==> src/rtl/pattern_serializer_fsm.sv <==
// pattern_serializer_fsm
// Serial bit-pattern transmitter. A PAT_W-bit pattern is latched on a start
// request and shifted out MSB first on dataOut, each bit held for DIV_MAX
// clocks. The pattern is sent repeatCount+1 times, with GAP_BITS zero bit
// periods between copies (never after the last copy).
//
// Optional build macro: PATSER_PARITY_EN
//   When defined, an even-parity bit period (XOR of the pattern) follows the
//   last data bit of every copy, ahead of any gap.
module pattern_serializer_fsm #(
    parameter int PAT_W    = 4,
    parameter int DIV_MAX  = 125000000,
    parameter int REPEAT_W = 4,
    parameter int GAP_BITS = 0
) (
    input  logic                CLOCK,
    input  logic                Rst_n,
    input  logic                start,
    input  logic [PAT_W-1:0]    pattern,
    input  logic [REPEAT_W-1:0] repeatCount,
    output logic                dataOut,
    output logic                bitTick,
    output logic                busy,
    output logic                done
);

    localparam int DIV_W = (DIV_MAX > 1) ? $clog2(DIV_MAX) : 1;
    localparam int IDX_W = (PAT_W > 1) ? $clog2(PAT_W) : 1;
    localparam int GAP_W = (GAP_BITS > 1) ? $clog2(GAP_BITS) : 1;

    localparam logic [DIV_W-1:0] DIV_LAST = DIV_W'(DIV_MAX - 1);
    localparam logic [IDX_W-1:0] IDX_LAST = IDX_W'(PAT_W - 1);
    localparam logic [GAP_W-1:0] GAP_LAST = (GAP_BITS > 0) ? GAP_W'(GAP_BITS - 1) : '0;

    localparam logic [2:0] S_IDLE   = 3'd0;
    localparam logic [2:0] S_SHIFT  = 3'd1;
    localparam logic [2:0] S_GAP    = 3'd2;
    localparam logic [2:0] S_DONE   = 3'd3;
`ifdef PATSER_PARITY_EN
    localparam logic [2:0] S_PARITY = 3'd4;
`endif

    logic [2:0]          r_state;
    logic [DIV_W-1:0]    r_divCnt;
    logic [PAT_W-1:0]    r_pat;       // latched pattern, used for reload and parity
    logic [PAT_W-2:0]    r_shift;     // bits of the current copy not yet on the line
    logic [IDX_W-1:0]    r_bitIdx;
    logic [REPEAT_W-1:0] r_rptLeft;
    logic [GAP_W-1:0]    r_gapCnt;
    logic                r_dataOut;
    logic                r_bitTick;
    logic                r_busy;
    logic                r_done;

    logic w_perEnd;    // last clock of the current bit period
    logic w_copyEnd;   // last bit period of a pattern copy (data or parity) ends now
    logic w_gapEnd;    // last gap bit period ends now
    logic w_reload;    // start the next copy on this edge

    assign w_perEnd = r_busy && (r_divCnt == DIV_LAST);

`ifdef PATSER_PARITY_EN
    assign w_copyEnd = w_perEnd && (r_state == S_PARITY);
`else
    assign w_copyEnd = w_perEnd && (r_state == S_SHIFT) && (r_bitIdx == IDX_LAST);
`endif

    assign w_gapEnd = w_perEnd && (r_state == S_GAP) && (r_gapCnt == GAP_LAST);
    assign w_reload = w_copyEnd || w_gapEnd;

    // Bit-period divider: runs only while busy, restarts on accept and wraps
    // at each period end so every bit is held exactly DIV_MAX clocks.
    always_ff @(posedge CLOCK or negedge Rst_n) begin
        if (!Rst_n) begin
            r_divCnt <= '0;
        end else if ((r_state == S_IDLE) && start) begin
            r_divCnt <= '0;
        end else if (r_busy) begin
            r_divCnt <= w_perEnd ? '0 : r_divCnt + 1'b1;
        end
    end

    // Transmit FSM: accept, shift bits, optional parity/gap, repeat, done pulse.
    always_ff @(posedge CLOCK or negedge Rst_n) begin
        if (!Rst_n) begin
            r_state   <= S_IDLE;
            r_pat     <= '0;
            r_shift   <= '0;
            r_bitIdx  <= '0;
            r_rptLeft <= '0;
            r_gapCnt  <= '0;
            r_dataOut <= 1'b0;
            r_bitTick <= 1'b0;
            r_busy    <= 1'b0;
            r_done    <= 1'b0;
        end else begin
            r_bitTick <= 1'b0;
            r_done    <= 1'b0;
            if (w_copyEnd && (r_rptLeft == '0)) begin
                // Final bit period over: busy drops and done pulses together.
                r_state   <= S_DONE;
                r_dataOut <= 1'b0;
                r_busy    <= 1'b0;
                r_done    <= 1'b1;
            end else if (w_copyEnd && (GAP_BITS > 0)) begin
                r_state   <= S_GAP;
                r_gapCnt  <= '0;
                r_dataOut <= 1'b0;
                r_bitTick <= 1'b1;
            end else if (w_reload) begin
                // Next copy starts straight from the latched pattern; the
                // count only decrements here, so all-ones cannot wrap early.
                r_state   <= S_SHIFT;
                r_shift   <= r_pat[PAT_W-2:0];
                r_bitIdx  <= '0;
                r_rptLeft <= r_rptLeft - 1'b1;
                r_dataOut <= r_pat[PAT_W-1];
                r_bitTick <= 1'b1;
            end else begin
                case (r_state)
                    S_IDLE: begin
                        r_dataOut <= 1'b0;
                        r_busy    <= 1'b0;
                        if (start) begin
                            r_state   <= S_SHIFT;
                            r_pat     <= pattern;
                            r_shift   <= pattern[PAT_W-2:0];
                            r_bitIdx  <= '0;
                            r_rptLeft <= repeatCount;
                            r_gapCnt  <= '0;
                            r_dataOut <= pattern[PAT_W-1];
                            r_busy    <= 1'b1;
                            r_bitTick <= 1'b1;
                        end
                    end
                    S_SHIFT: begin
                        if (w_perEnd) begin
                            if (r_bitIdx != IDX_LAST) begin
                                r_dataOut <= r_shift[PAT_W-2];
                                r_shift   <= r_shift << 1;
                                r_bitIdx  <= r_bitIdx + 1'b1;
                                r_bitTick <= 1'b1;
                            end
`ifdef PATSER_PARITY_EN
                            else begin
                                r_state   <= S_PARITY;
                                r_dataOut <= ^r_pat;
                                r_bitTick <= 1'b1;
                            end
`endif
                        end
                    end
`ifdef PATSER_PARITY_EN
                    S_PARITY: begin
                        // Parity period end is handled by w_copyEnd above.
                        r_busy <= 1'b1;
                    end
`endif
                    S_GAP: begin
                        if (w_perEnd) begin
                            r_gapCnt  <= r_gapCnt + 1'b1;
                            r_bitTick <= 1'b1;
                        end
                    end
                    S_DONE: begin
                        // start is deliberately not looked at here.
                        r_state   <= S_IDLE;
                        r_dataOut <= 1'b0;
                        r_busy    <= 1'b0;
                    end
                    default: begin
                        r_state   <= S_IDLE;
                        r_dataOut <= 1'b0;
                        r_busy    <= 1'b0;
                        r_bitTick <= 1'b0;
                        r_done    <= 1'b0;
                    end
                endcase
            end
        end
    end

    assign dataOut = r_dataOut;
    assign bitTick = r_bitTick;
    assign busy    = r_busy;
    assign done    = r_done;

endmodule

==> config.mk <==
export PLATFORM = sky130hd
export DESIGN_NAME = pattern_serializer_fsm
export DESIGN_NICKNAME = d
export VERILOG_FILES = /design/src/rtl/pattern_serializer_fsm.sv
export SDC_FILE = /design/constraint.sdc
export NUM_CORES = 1
export LEC_CHECK = 0
export CELL_PAD_IN_SITES_DETAIL_PLACEMENT = 0
export CELL_PAD_IN_SITES_GLOBAL_PLACEMENT = 1
export CORE_UTILIZATION = 35
export DETAILED_ROUTE_END_ITERATION = 10
export PLACE_DENSITY = 0.73
export SYNTH_ARGS = -nofsm -noshare
export SYNTH_HDL_FRONTEND = slang
export SYNTH_SLANG_ARGS = --single-unit
==> constraint.sdc <==
create_clock -name CLOCK -period 2.77 [get_ports CLOCK]
set_input_delay 0.554 -clock CLOCK [delete_from_list [all_inputs] [get_ports CLOCK]]
set_output_delay 0.554 -clock CLOCK [all_outputs]
set_load 0.05 [all_outputs]
# --- After elaboration in Yosys (flattened, before gate mapping) ---
# Cells that the tools add are included.
totals:
  ff_bits: 48
  output_inout_bits: 4
  elab_cells: 98
op_classes:
  n_addsub: 4
  eq_ne: 17
  n_mux: 40
  bitwise_logic: 3
  reduce_logical: 23
ops:
  columns: ["op", "n"]
  rows:
  - ["two-way mux 27 bit", 3]
  - ["adder 27 x 1 -> 27 bit, second input constant", 1]
  - ["== test 27 bit, second input constant", 1]
  - ["two-way mux 3 bit", 7]
  - ["two-way mux 1 bit", 16]
  - ["two-way mux 4 bit", 3]
  - ["one-hot mux 3 bit (2 select lines)", 2]
  - ["AND reduction 5 bit", 2]
  - ["two-way mux 2 bit", 4]
  - ["!= test 4 x 3 -> 1 bit, second input constant", 2]
  - ["nonzero test 2 bit", 4]
  - ["logical AND 1 bit", 7]
  - ["!= test 2 bit, second input constant", 3]
  - ["!= test 3 x 2 -> 1 bit, second input constant", 2]
  - ["!= test 3 bit, second input constant", 2]
  - ["one-hot mux 1 bit (3 select lines)", 2]
  - ["AND reduction 3 bit", 2]
  - ["logical NOT 4 bit", 1]
  - ["!= test 2 x 1 -> 1 bit, second input constant", 2]
  - ["!= test 4 x 2 -> 1 bit, second input constant", 1]
  - ["one-hot mux 1 bit (2 select lines)", 2]
  - ["one-hot mux 2 bit (2 select lines)", 1]
  - ["AND reduction 2 bit", 2]
  - ["AND reduction 4 bit", 1]
  - ["other kinds (12)", 14]

# --- Longest topological paths before layout ---
depth:
  depth_word: 7
  depth_mapped: 9
  depth_no_buf: 8

# --- Worst setup path after synthesis ---
# OpenSTA, ideal clock, no wires.
synth_timing:
  path_kind: "reg2reg"
  start: "register r_divCnt[0]"
  end: "register r_shift[0]"
  arrival_ns: 2.176
  required_ns: 2.643
  slack_ns: 0.466
  path_stages_with_launch: 7
  cell_sequence: "dfrtp_1 -> ha_1 -> nand3_1 -> or4_4 -> nor3b_4 -> mux2_1 -> mux2_1"
synth_between:
  elab_chain_cells: 7
  word_cells_on_any_way: 15
  cone_classes: "eq/ne (4); mux (1); bitwise (1); reduce/logical (9)"
synth_lines:
  columns: ["item", "line_no", "text"]
  rows:
  - ["from (decl)", "44", "logic [DIV_W-1:0] r_divCnt;"]
  - ["from (signal assigned)", "79", "r_divCnt <= w_perEnd ? '0 : r_divCnt + 1'b1;"]
  - ["== test 27 bit *", "60", "assign w_perEnd = r_busy && (r_divCnt == DIV_LAST);"]
  - ["logical AND 1 bit *", "60", null]
  - ["logical AND 1 bit (on tied branches) (2 in a row)", "65, 68", null]
  - ["logical OR 1 bit / logical AND 1 bit (equally long branches)", "69, 99", null]
  - ["!= test 3 x 2 -> 1 bit (no line), or another cell as far along", null, null]
  - ["AND reduction 5 bit (no line)", null, null]
  - ["to (signal assigned)", "114", "r_shift <= r_pat[PAT_W-2:0];"]
  - ["to (signal assigned)", "127", "r_shift <= pattern[PAT_W-2:0];"]
  - ["to (signal assigned)", "140", "r_shift <= r_shift << 1;"]
  - ["to (decl)", "46", "logic [PAT_W-2:0] r_shift;"]
# Mark *: on every way between the ends. The rest lies on a longest branch, timed or not.
# A chain may end at the register's enable or synchronous reset.

# --- Worst setup path in the final report ---
layout_timing:
  start: "register r_divCnt[0]"
  end: "register r_shift[1]"
# The elaborated chain is that of the path after synthesis.

==> results.md <==
* Maxcap violations at 0
* Placed instance area at 2970 um2
* Fmax at 416 MHz
* Clock Tree Root: clkbuf_8
* Int Power at 1270 uW
* Part of the cycle the worst path needs at 86.8%
* Via count at 2,114
* Vias in the first global route at 2,031
* Worst IR Drop VDD at 0.000333 V
* Post-CTS Setup Inserts at 0
* Final hold viol count at 0
* Logic gate share of total power at 33.2%
* Final setup fails at 0
* Critical path cell sequence: ha_1, nand3_1, or4_4, nor3b_4, mux2_1, mux2_1
* # rows at 31
* Main flop type after synthesis: dfrtp_1
* Global placer's final weighted congestion at 0.798
* WL per Instance at 15.1 um
* Initial Util at 36.4%
* Clk slew on worst S/H paths at 0.09 ns
* RSZ-0062 raised after global routing: no
* Asr flop ratio synth at 100%
* Hpwl dp at 4400 um
* WL final at 5990 um
* Worst endpoint required time at 2.96 ns
* Sinks on Clock Net at 47
* Crit. End Element: flop
* Core area at 7330 um2
* Nets at 317
* Antenna diodes at 0
* Net switching power at 692 uW
* Number of I/O pins at 15
* Die height at 89.3 um
* Ys Warns at 0
* Post-synth EDFFs at 0
* CTS Buf Count at 5
* #FFs+latches synth at 47
* Most used cell, CP: mux2_1
* Via/cell ratio at 5.31
* GRT overflow at 0
* Antenna viol nets, final at 0
* Die Wd at 89.3 um
* Mapped Nets at 294
* Fill cell count at 739
* Tot GR Track Use at 16.6%
* Slew margin rel. at 62.4%
* Critical path launch point type: flop
* Die ar. at 7980 um2
* Leak at 0.00130 uW
* Share of cells above drive strength 1 at 11.4%
* Post-synthesis cell type count at 51
* Worst setup margin at 0.365 ns
* Sequential share of power at 45.8%
* Ranking of synthesized cells by area: dfrtp_1, xnor2_1, ha_1, nor2_1, mux2_2
* Syn avg cell area at 9.71 um2
* Clock network fraction of total power at 21.0%
* Setup TNS Final at 0 ns
* Initial drt markers at 106
* CP arrival at 2.60 ns
* Drt drc at 0
* Post-synthesis sequential area ratio at 44.0%
* Delay-heaviest family, CP: simple AND/OR/NAND/NOR gates
* Setup WS pre-CTS at 0.344 ns
* CP Max Fanout at 5
* Worst hold path class: primary input to async pin
* H-tree Lvls at 2
* Slowest stage cell, crit path: or4_4
* Area leader, netlist: dfrtp_1
* TritonRoute pass-1 iters at 4
* Area Growth Syn to Fin at 14.4%
* Clock Latency Late Sink at 0.30 ns
* Setup CP Type: flop to flop
* Clock skew at 0.00841 ns
* Final slew viol count at 0
* Actual slew at the worst max-slew pin at 0.559 ns
* Initial antenna violation count at 0
* Outcome: complete, no violations
* WP buf/inv at 0
* Synth Cell Area at 2670 um2
* CP peak stage delay at 0.58 ns
* Switching Share at 35.3%
* WHS at 0.231 ns
* First-pass GRT wire length at 9940 um
* Post-route minimum period at 2.41 ns
* Largest net degree at the start of global routing at 26
* Post-synthesis cell count at 275
* Post-CTS sizing at 0
* Clk buf depth at 2
* IO Port Bufs at 14
* Share of the synthesized area in the top cell type at 44.0%
* Hold_buf cts at 0
* Top cells by instance count after synthesis: dfrtp_1, nor2_1, nand2_1
* PD cells at 642 nW/um2
* TritonCTS clock tree: yes
* Count leader, synth: dfrtp_1
* Design Area, Final at 3060 um2
final cells by class:
cell class	count	area, um2	share of cell area, %
clock buffers	5	68.8	2.25
repair buffers	24	210	6.88
well taps	99	124	4.05
clock inverters	3	15.0	0.491
inverters	10	37.5	1.23
multi-input cells	210	1420	46.6
flip-flops and latches	47	1180	38.5
power groups by stage:
stage	registers [uW]	clock network, uW	logic [uW]
after detailed placement	913	0	660
after floorplan	941	0	412
after CTS	899	424	663
final	899	412	651
after global placement	909	0	648
after global routing	916	447	726
kinds of logic after synthesis:
family	after synthesis	share of synthesized area, %
muxes	17	6.98
AOI/OAI and AO/OA	48	11.7
xor gates and xnor gates	19	6.23
adders and majority gates	8	3.75
and+or+nand+nor	118	24.7
buffers and inverters	18	2.62
DFF	47	44.0
worst paths after layout:
path	start	end	slack [ns]	cells after the start
min reg2reg	r_shift[1]	r_shift[1]	0.49	1
max reg2reg	r_divCnt[0]	r_shift[1]	0.36	6
min	Rst_n	r_divCnt[1]	0.23	2
max	r_divCnt[0]	r_shift[1]	0.36	6
max in group asynchronous	Rst_n	r_rptLeft[3]	2.26	2
min in group CLOCK	r_shift[1]	r_shift[1]	0.49	1
metrics by stage:
stage	util [%]	cells	power, uW
2_1_floorplan	-	275	1350
5_1_grt	41.7	398	2090
3_3_place_gp	40.5	390	1560
4_1_cts	41.7	398	1990
6_report	41.7	398	1960
3_5_place_dp	40.5	390	1570
layout by cell type, fill, tap and decap left out, types with 4 or more instances in the layout:
master           Yosys  routed
or3_1                5       5
inv_1               10      10
clkdlybuf4s50_1      0      13
nand4_1              5       5
nand2b_1             4       4
a21oi_1             15      15
o21ai_0             11      11
nor3_1               8       8
ha_1                 8       8
nor2_1              26      26
clkbuf_8             0       5
mux2_1               6       6
buf_4                0      10
xor2_1               7       7
nand3_1             13      13
nor4b_1              5       5
nand2_1             21      21
nor4_1               8       8
mux2_2               7       7
and3_1               7       7
mux2i_1              4       4
dfrtp_1             47      47
xnor2_1             12      12
flip-flops by register name (all words and copies together) (netlist names):
signal	count
busy	1
bitTick	1
r_bitIdx	2
dataOut	1
r_divCnt	27
r_pat	4
r_gapCnt	1
r_rptLeft	4
r_state	2
done	1
r_shift	3
per-layer routing:
layer / track usage, % / vias to the layer above / part of all wire, %
li1: - / 1047 / -
met1: 22.3 / 1029 / 48
met2: 27.4 / 33 / 49
met3: 3.14 / 5 / 2.8
met4: 4.47 / 0 / 0.72
met5: 0 / - / 0
Note: power is estimated with default switching activity, not from simulation.
